File: config.mk
export PLATFORM = sky130hd
export DESIGN_NAME = issue_scoreboard
export DESIGN_NICKNAME = d
export VERILOG_FILES = /design/src/rtl/sb_pkg.sv /design/src/rtl/sb_busy_table.sv /design/src/rtl/issue_scoreboard.sv
export SDC_FILE = /design/constraint.sdc
export NUM_CORES = 1
export LEC_CHECK = 0
export ABC_AREA = 1
export CAP_MARGIN = 25
export CORE_ASPECT_RATIO = 1.4
export CORE_MARGIN = 5
export CORE_UTILIZATION = 45
export DETAILED_ROUTE_END_ITERATION = 10
export HOLD_SLACK_MARGIN = 0.06
export PLACE_DENSITY = 0.87
export SLEW_MARGIN = 20
export SYNTH_ARGS = -nofsm -noshare
export SYNTH_HDL_FRONTEND = slang
export SYNTH_HIERARCHICAL = 1
export SYNTH_SLANG_ARGS = --single-unit
File: constraint.sdc
create_clock -name clock -period 4.2 [get_ports clock]
set_input_delay 1.26 -clock clock [delete_from_list [all_inputs] [get_ports clock]]
set_output_delay 1.26 -clock clock [all_outputs]
set_load 0.05 [all_outputs]
File: src/rtl/sb_pkg.sv
// Shared types and helpers for the issue scoreboard.
//   REG_W / NREG   : architectural register index width and register count
//   reg_idx_t      : register index
//   busy_vec_t     : one busy bit per architectural register
//   iss_state_t    : issue register occupancy
//   onehot_reg()   : register index -> one-hot busy-vector mask
package sb_pkg;

  localparam int REG_W = 5;
  localparam int NREG  = 32;

  typedef logic [REG_W-1:0] reg_idx_t;
  typedef logic [NREG-1:0]  busy_vec_t;

  typedef enum logic {
    ST_EMPTY = 1'b0,
    ST_FULL  = 1'b1
  } iss_state_t;

  function automatic busy_vec_t onehot_reg(input reg_idx_t idx);
    busy_vec_t v;
    v      = '0;
    v[idx] = 1'b1;
    return v;
  endfunction

endpackage

File: src/rtl/sb_busy_table.sv
// Register busy table for the issue scoreboard.
// Tracks which architectural registers have a write pending, answers the
// hazard lookup for the instruction at the issue input, and reports which
// writeback / flush events actually released a busy register.
//
// Ports:
//   clock, reset        single clock, synchronous active-high reset
//   set_en, set_rd      mark set_rd busy (issue of a register writer)
//   wb_valid, wb_rd     writeback; clears wb_rd if busy
//   flush_clr_en/_rd    discard of a held writer; clears its rd
//   lk_*                hazard lookup operands of the incoming instruction
//   haz                 incoming instruction must stall
//   wb_clr              writeback released a busy register
//   wb_spurious         writeback to a register that was not busy
//   flush_clr           flush released a busy register (not already cleared by wb)
//
// Build option: SB_WB_BYPASS_EN lets a same-cycle writeback resolve a hazard.
module sb_busy_table
  import sb_pkg::*;
(
  input  logic     clock,
  input  logic     reset,
  input  logic     set_en,
  input  reg_idx_t set_rd,
  input  logic     wb_valid,
  input  reg_idx_t wb_rd,
  input  logic     flush_clr_en,
  input  reg_idx_t flush_clr_rd,
  input  logic     lk_uses_rs1,
  input  reg_idx_t lk_rs1,
  input  logic     lk_uses_rs2,
  input  reg_idx_t lk_rs2,
  input  logic     lk_reg_write,
  input  reg_idx_t lk_rd,
  output logic     haz,
  output logic     wb_clr,
  output logic     wb_spurious,
  output logic     flush_clr
);

  busy_vec_t busy_reg;
  busy_vec_t busy_next;
  busy_vec_t busy_eff;

  logic wb_live;

  assign wb_live     = wb_valid && (wb_rd != '0);
  assign wb_clr      = wb_live && busy_reg[wb_rd];
  assign wb_spurious = wb_live && !busy_reg[wb_rd];
  // If writeback already releases the same register this cycle, the flush
  // must not release it a second time or the inflight count would drift.
  assign flush_clr   = flush_clr_en && (flush_clr_rd != '0) && busy_reg[flush_clr_rd]
                       && !(wb_live && (wb_rd == flush_clr_rd));

`ifdef SB_WB_BYPASS_EN
  assign busy_eff = busy_reg & ~(wb_valid ? onehot_reg(wb_rd) : busy_vec_t'(0));
`else
  assign busy_eff = busy_reg;
`endif

  assign haz = (lk_uses_rs1  && (lk_rs1 != '0) && busy_eff[lk_rs1]) ||
               (lk_uses_rs2  && (lk_rs2 != '0) && busy_eff[lk_rs2]) ||
               (lk_reg_write && (lk_rd  != '0) && busy_eff[lk_rd]);

  // Per-register next state. x0 is hardwired idle. A set on the same
  // register as a clear wins, so a re-issued writer stays tracked.
  generate
    for (genvar gi = 0; gi < NREG; gi++) begin : g_bit
      if (gi == 0) begin : g_x0
        assign busy_next[gi] = 1'b0;
      end else begin : g_rn
        logic set_hit;
        logic clr_hit;
        assign set_hit = set_en && (set_rd == reg_idx_t'(gi));
        assign clr_hit = (wb_valid && (wb_rd == reg_idx_t'(gi))) ||
                         (flush_clr_en && (flush_clr_rd == reg_idx_t'(gi)));
        assign busy_next[gi] = set_hit || (busy_reg[gi] && !clr_hit);
      end
    end
  endgenerate

  always_ff @(posedge clock) begin
    if (reset) begin
      busy_reg <= '0;
    end else begin
      busy_reg <= busy_next;
    end
  end

endmodule

File: src/rtl/issue_scoreboard.sv
// Issue stage between decoder and execute unit. Holds one decoded
// instruction, stalls it on RAW/WAW hazards against pending register writes,
// and caps the number of outstanding register writes at MAX_INFLIGHT.
//
// Ports:
//   clock, reset                  single clock, synchronous active-high reset
//   io_in_*                       decoded instruction + valid/ready handshake
//   io_out_*                      held instruction + valid/ready handshake to EXU
//   io_wb_valid, io_wb_rd         register writeback
//   io_flush                      discard held instruction (redirect)
//   io_inflight                   outstanding tracked register writes
//   io_err                        sticky: writeback to a non-busy register
//
// Build option: SB_WB_BYPASS_EN (in sb_busy_table) accepts a consumer in the
// same cycle as the writeback that resolves its hazard.
module issue_scoreboard
  import sb_pkg::*;
#(
  parameter int PAYLOAD_W    = 96,
  parameter int MAX_INFLIGHT = 4,
  localparam int CNT_W       = $clog2(MAX_INFLIGHT + 1)
) (
  input  logic                 clock,
  input  logic                 reset,
  input  logic                 io_in_valid,
  output logic                 io_in_ready,
  input  logic [REG_W-1:0]     io_in_rs1,
  input  logic [REG_W-1:0]     io_in_rs2,
  input  logic [REG_W-1:0]     io_in_rd,
  input  logic                 io_in_uses_rs1,
  input  logic                 io_in_uses_rs2,
  input  logic                 io_in_reg_write,
  input  logic [PAYLOAD_W-1:0] io_in_payload,
  output logic                 io_out_valid,
  input  logic                 io_out_ready,
  output logic [REG_W-1:0]     io_out_rd,
  output logic                 io_out_reg_write,
  output logic [PAYLOAD_W-1:0] io_out_payload,
  input  logic                 io_wb_valid,
  input  logic [REG_W-1:0]     io_wb_rd,
  input  logic                 io_flush,
  output logic [CNT_W-1:0]     io_inflight,
  output logic                 io_err
);

  iss_state_t state_reg;
  iss_state_t state_next;

  reg_idx_t               out_rd_reg;
  logic                   out_reg_write_reg;
  logic [PAYLOAD_W-1:0]   out_payload_reg;
  logic [CNT_W-1:0]       inflight_reg;
  logic [CNT_W-1:0]       inflight_next;
  logic                   err_reg;

  logic haz;
  logic wb_clr;
  logic wb_spurious;
  logic flush_clr;
  logic full_cnt;
  logic in_writes_reg;
  logic accept;
  logic set_en;
  logic out_valid;

  assign out_valid     = (state_reg == ST_FULL);
  assign in_writes_reg = io_in_reg_write && (io_in_rd != '0);
  // No credit is taken from a same-cycle writeback: the counter is compared
  // as registered.
  assign full_cnt      = (inflight_reg == CNT_W'(MAX_INFLIGHT));

  // Ready never looks at in_valid, so the upstream handshake has no loop.
  assign io_in_ready = (!out_valid || io_out_ready) && !haz &&
                       !(in_writes_reg && full_cnt) && !io_flush;
  assign accept      = io_in_valid && io_in_ready;
  assign set_en      = accept && in_writes_reg;

  sb_busy_table u_busy (
    .clock        (clock),
    .reset        (reset),
    .set_en       (set_en),
    .set_rd       (io_in_rd),
    .wb_valid     (io_wb_valid),
    .wb_rd        (io_wb_rd),
    .flush_clr_en (io_flush && out_valid && out_reg_write_reg),
    .flush_clr_rd (out_rd_reg),
    .lk_uses_rs1  (io_in_uses_rs1),
    .lk_rs1       (io_in_rs1),
    .lk_uses_rs2  (io_in_uses_rs2),
    .lk_rs2       (io_in_rs2),
    .lk_reg_write (io_in_reg_write),
    .lk_rd        (io_in_rd),
    .haz          (haz),
    .wb_clr       (wb_clr),
    .wb_spurious  (wb_spurious),
    .flush_clr    (flush_clr)
  );

  // Issue register occupancy. Flush dominates any same-cycle drain.
  always_comb begin
    state_next = state_reg;
    case (state_reg)
      ST_EMPTY: begin
        if (accept) state_next = ST_FULL;
      end
      ST_FULL: begin
        if (io_flush)                   state_next = ST_EMPTY;
        else if (io_out_ready && !accept) state_next = ST_EMPTY;
        else                             state_next = ST_FULL;
      end
      default: state_next = ST_EMPTY;
    endcase
  end

  // A set and a writeback clear of the same register cancel to zero here,
  // matching the busy bit staying set.
  assign inflight_next = inflight_reg + CNT_W'(set_en) - CNT_W'(wb_clr) - CNT_W'(flush_clr);

  always_ff @(posedge clock) begin
    if (reset) begin
      state_reg         <= ST_EMPTY;
      out_rd_reg        <= '0;
      out_reg_write_reg <= 1'b0;
      out_payload_reg   <= '0;
      inflight_reg      <= '0;
      err_reg           <= 1'b0;
    end else begin
      state_reg    <= state_next;
      inflight_reg <= inflight_next;
      if (accept) begin
        out_rd_reg        <= io_in_rd;
        out_reg_write_reg <= io_in_reg_write;
        out_payload_reg   <= io_in_payload;
      end
      if (wb_spurious) err_reg <= 1'b1;
    end
  end

  assign io_out_valid     = out_valid;
  assign io_out_rd        = out_rd_reg;
  assign io_out_reg_write = out_reg_write_reg;
  assign io_out_payload   = out_payload_reg;
  assign io_inflight      = inflight_reg;
  assign io_err           = err_reg;

endmodule

==> flow_summary.toml <==
[min_path]
worstHoldStart = "io_err"
whs_path_depth = 2
min_path_type = "flip-flop to flip-flop"
hold_path_end = "io_err"

[sta]
hold_viol_final = 0
fin_worst_skew_ns = 0.0120
relSlewSlack = 0.574
max_freq_mhz = 240
tightestPinTransition_ns = 0.637
period_needed_ns = 4.16
rsz0062_at_grt = "true"
setup_viol = 0
finalCritPeriodShare = 0.991
maxSlewViolCount = 0
fin_ws_ns = 0.0376

[yosys]
synth_flop_cell = "dfxtp_1"
ys_types = 35
seq_area_frac_synth = 0.347
synth_area_sq_um = 7950
avgSynthCellArea_sq_um = 5.78
synth_most_common_cell = "nand2_1"
synth_top_area_cell = "dfxtp_1"
synth_warnings = 6
synth_area_leaders = "dfxtp_1 35%, nand2_1 22%, nor2_1 14%"
ys_ff_latch = 138
synth_cells = 1376
async_flop_share = 0
synth_edf_count = 0
synth_fp_nets = 1505
synth_top_area_share = 0.347
synth_common_cells = "470 x nand2_1, 302 x nor2_1, 192 x inv_1, 138 x dfxtp_1, 92 x nand3_1"

[pwr]
seq_power_share = 0.354
power_frac_comb = 0.257
swShare = 0.318
power.internal_w = 0.00278
switchingPower_w = 0.00130
fin_total_pwr_w = 0.00408
powerDensity_nw_per_um2 = 350
clkPwrFrac = 0.388
max-vdd-ir-drop_mv = 0.357
power.leakage_nw = 5.53

[floorplanning]
start_util = 0.457
die_area_sq_um = 20500
die_y_um = 167
die-width_um = 122
ios = 233
rows = 57
coreArea_sq_um = 17400

[cts]
tritoncts = "done"
clk_path_buf_depth = 2
worstSkewPairLatency_ns = 0.41
clockRootBuffer = "clkbuf_16"
cts_max_level = 4
numCtsBuffers = 17
clk_pin_slew_ns = 0.06
cts.sinks = 138

[setup_path]
cp_data_required_time_ns = 2.94
cp_max_fo = 2
cp-start-kind = "input port"
crit_type = "input port to output pin"
reg2regPathDepth = 15
r2r-start = "io_out_rd[1]"
cp.arrival_ns = 2.90
r2r_setup_slack_ns = 1.20
crit_start = "io_in_rs2[4]"
critPathCaptureType = "output pin"
regToRegEndpoint = "io_inflight[2]"

[global_routing]
grt_max_degree = 82
antenna_found_initial = 0
grt_usage = 0.301
grt_overflow = 0
grt_pass1_vias = 9293
grt_pass1_wl_um = 48400

[routing]
wl_per_cell_um = 16.4
drtIter0Drc = 714
drc_errors = 0
drt-total-wl_um = 31200
vias_per_cell = 5.02
ant_nets = 0
routed-via-count = 9546
firstDrtPassIters = 6

[final_layout]
finish.utilization = 0.669
layout-drive-gt1-share = 0.0978
insertedDiodeCount = 0
regArea_sq_um = 2760
n_fill_cell = 1557
area_growth_pct = 46.4
nNetsFinal = 1782
multi_input_comb_area_sq_um = 4180

[placement]
gp_congestion = 1.06
dpl.hpwl_um = 23200
io_buffers = 232
place_ws_ns = -0.595

[job]
maxCapViolCount = 0

[outcome]
status = "completed"
## cell usage in the layout (no fill, tap or decap), types with 4 or more instances in the layout
cell type          n
nand2_2            4
clkdlybuf4s50_1  217
nand2_1          468
xnor2_1            4
inv_2             11
inv_1            182
clkbuf_16         17
dfxtp_1          138
a21oi_1           48
nand4_1            5
o21ai_1            6
nand3_2            5
a22oi_1            7
buf_2              4
nor2_4             4
buf_6              8
o21ai_0           17
o211ai_1           4
buf_4             68
inv_6              5
dlygate4sd2_1      5
nor2_2             5
nand3_1           87
inv_4              4
buf_12             5
nor2_1           297
## through the flow
step / area, sq um / TNS, ns / cells / hold WS [ns]
after floorplan: 7960 / 0 / 1376 / 0.457
after global placement: 10900 / -0.923 / 1861 / 0.445
after detailed placement: 10900 / -1.09 / 1861 / 0.469
after CTS: 11600 / 0 / 1899 / 0.491
after global routing: 11600 / -0.0816 / 1902 / 0.522
final: 11600 / 0 / 1902 / 0.484
## power by group through the flow
stage | Combinational, W | Sequential [W] | Clock [W]
finish | 0.00105 | 0.00144 | 0.00158
global route | 0.00113 | 0.00145 | 0.00167
CTS | 0.00104 | 0.00144 | 0.00160
detailed placement | 0.00102 | 0.00147 | 0
global placement | 0.00100 | 0.00147 | 0
floorplan | 0.000336 | 0.00173 | 0
## how the worst max path moves through the flow
stage	end	slack, ns
global placement	io_in_ready	-0.57
floorplan	io_in_ready	0.02
detailed placement	io_in_ready	-0.59
CTS	io_in_ready	0.01
finish	io_in_ready	0.04
global route	io_in_ready	-0.08
## layer usage
metal / GRT usage / wire [um]
met1: 0.319 / 10800
met2: 0.520 / 15300
met3: 0.0881 / 3070
met4: 0.180 / 2050
met5: 0 / 0
## critical path: stages
cell and delay (ns):
clkdlybuf4s50_1 0.50, nand3_1 0.09, nor2_1 0.12, nand2_1 0.08, nand3_2 0.08, nand3_2 0.10
inv_2 0.07, nand2_2 0.04, nor2_2 0.10, buf_4 0.12, a21boi_4 0.18, buf_12 0.15
## logic make-up after synthesis
| group | synth area share |
|---|---|
| AO/OA/AOI/OAI | 0.0661 |
| adder cells (fa/ha/maj) | 0.00724 |
| buffers and inverters | 0.135 |
| flip-flops | 0.347 |
| XOR/XNOR | 0.00440 |
| AND/OR/NAND/NOR | 0.440 |
## state kept, by name, summed over array words and instances (netlist names)
| name | flops |
|---|---|
| io_inflight | 3 |
| io_err | 1 |
| io_out_valid | 1 |
| io_out_rd | 5 |
| io_out_payload | 96 |
| u_busy/busy_eff | 31 |
| io_out_reg_write | 1 |
## cell type report
cell class / instances / share of cell area
clock buffers: 21 / 0.0404
inverters: 199 / 0.0651
clock inverters: 11 / 0.0134
well taps: 236 / 0.0254
repair buffers: 314 / 0.259
multi-input cells: 983 / 0.359
flip-flops and latches: 138 / 0.237
## timing repair
action	CTS	global route
resized for setup	62	20
setup buffers	2	2
pin swaps	7	11
hold buffers	0	0
cloned	4	1
endpoints found under the setup margin	1	2
No activity file was read; power rests on OpenSTA's default activity.
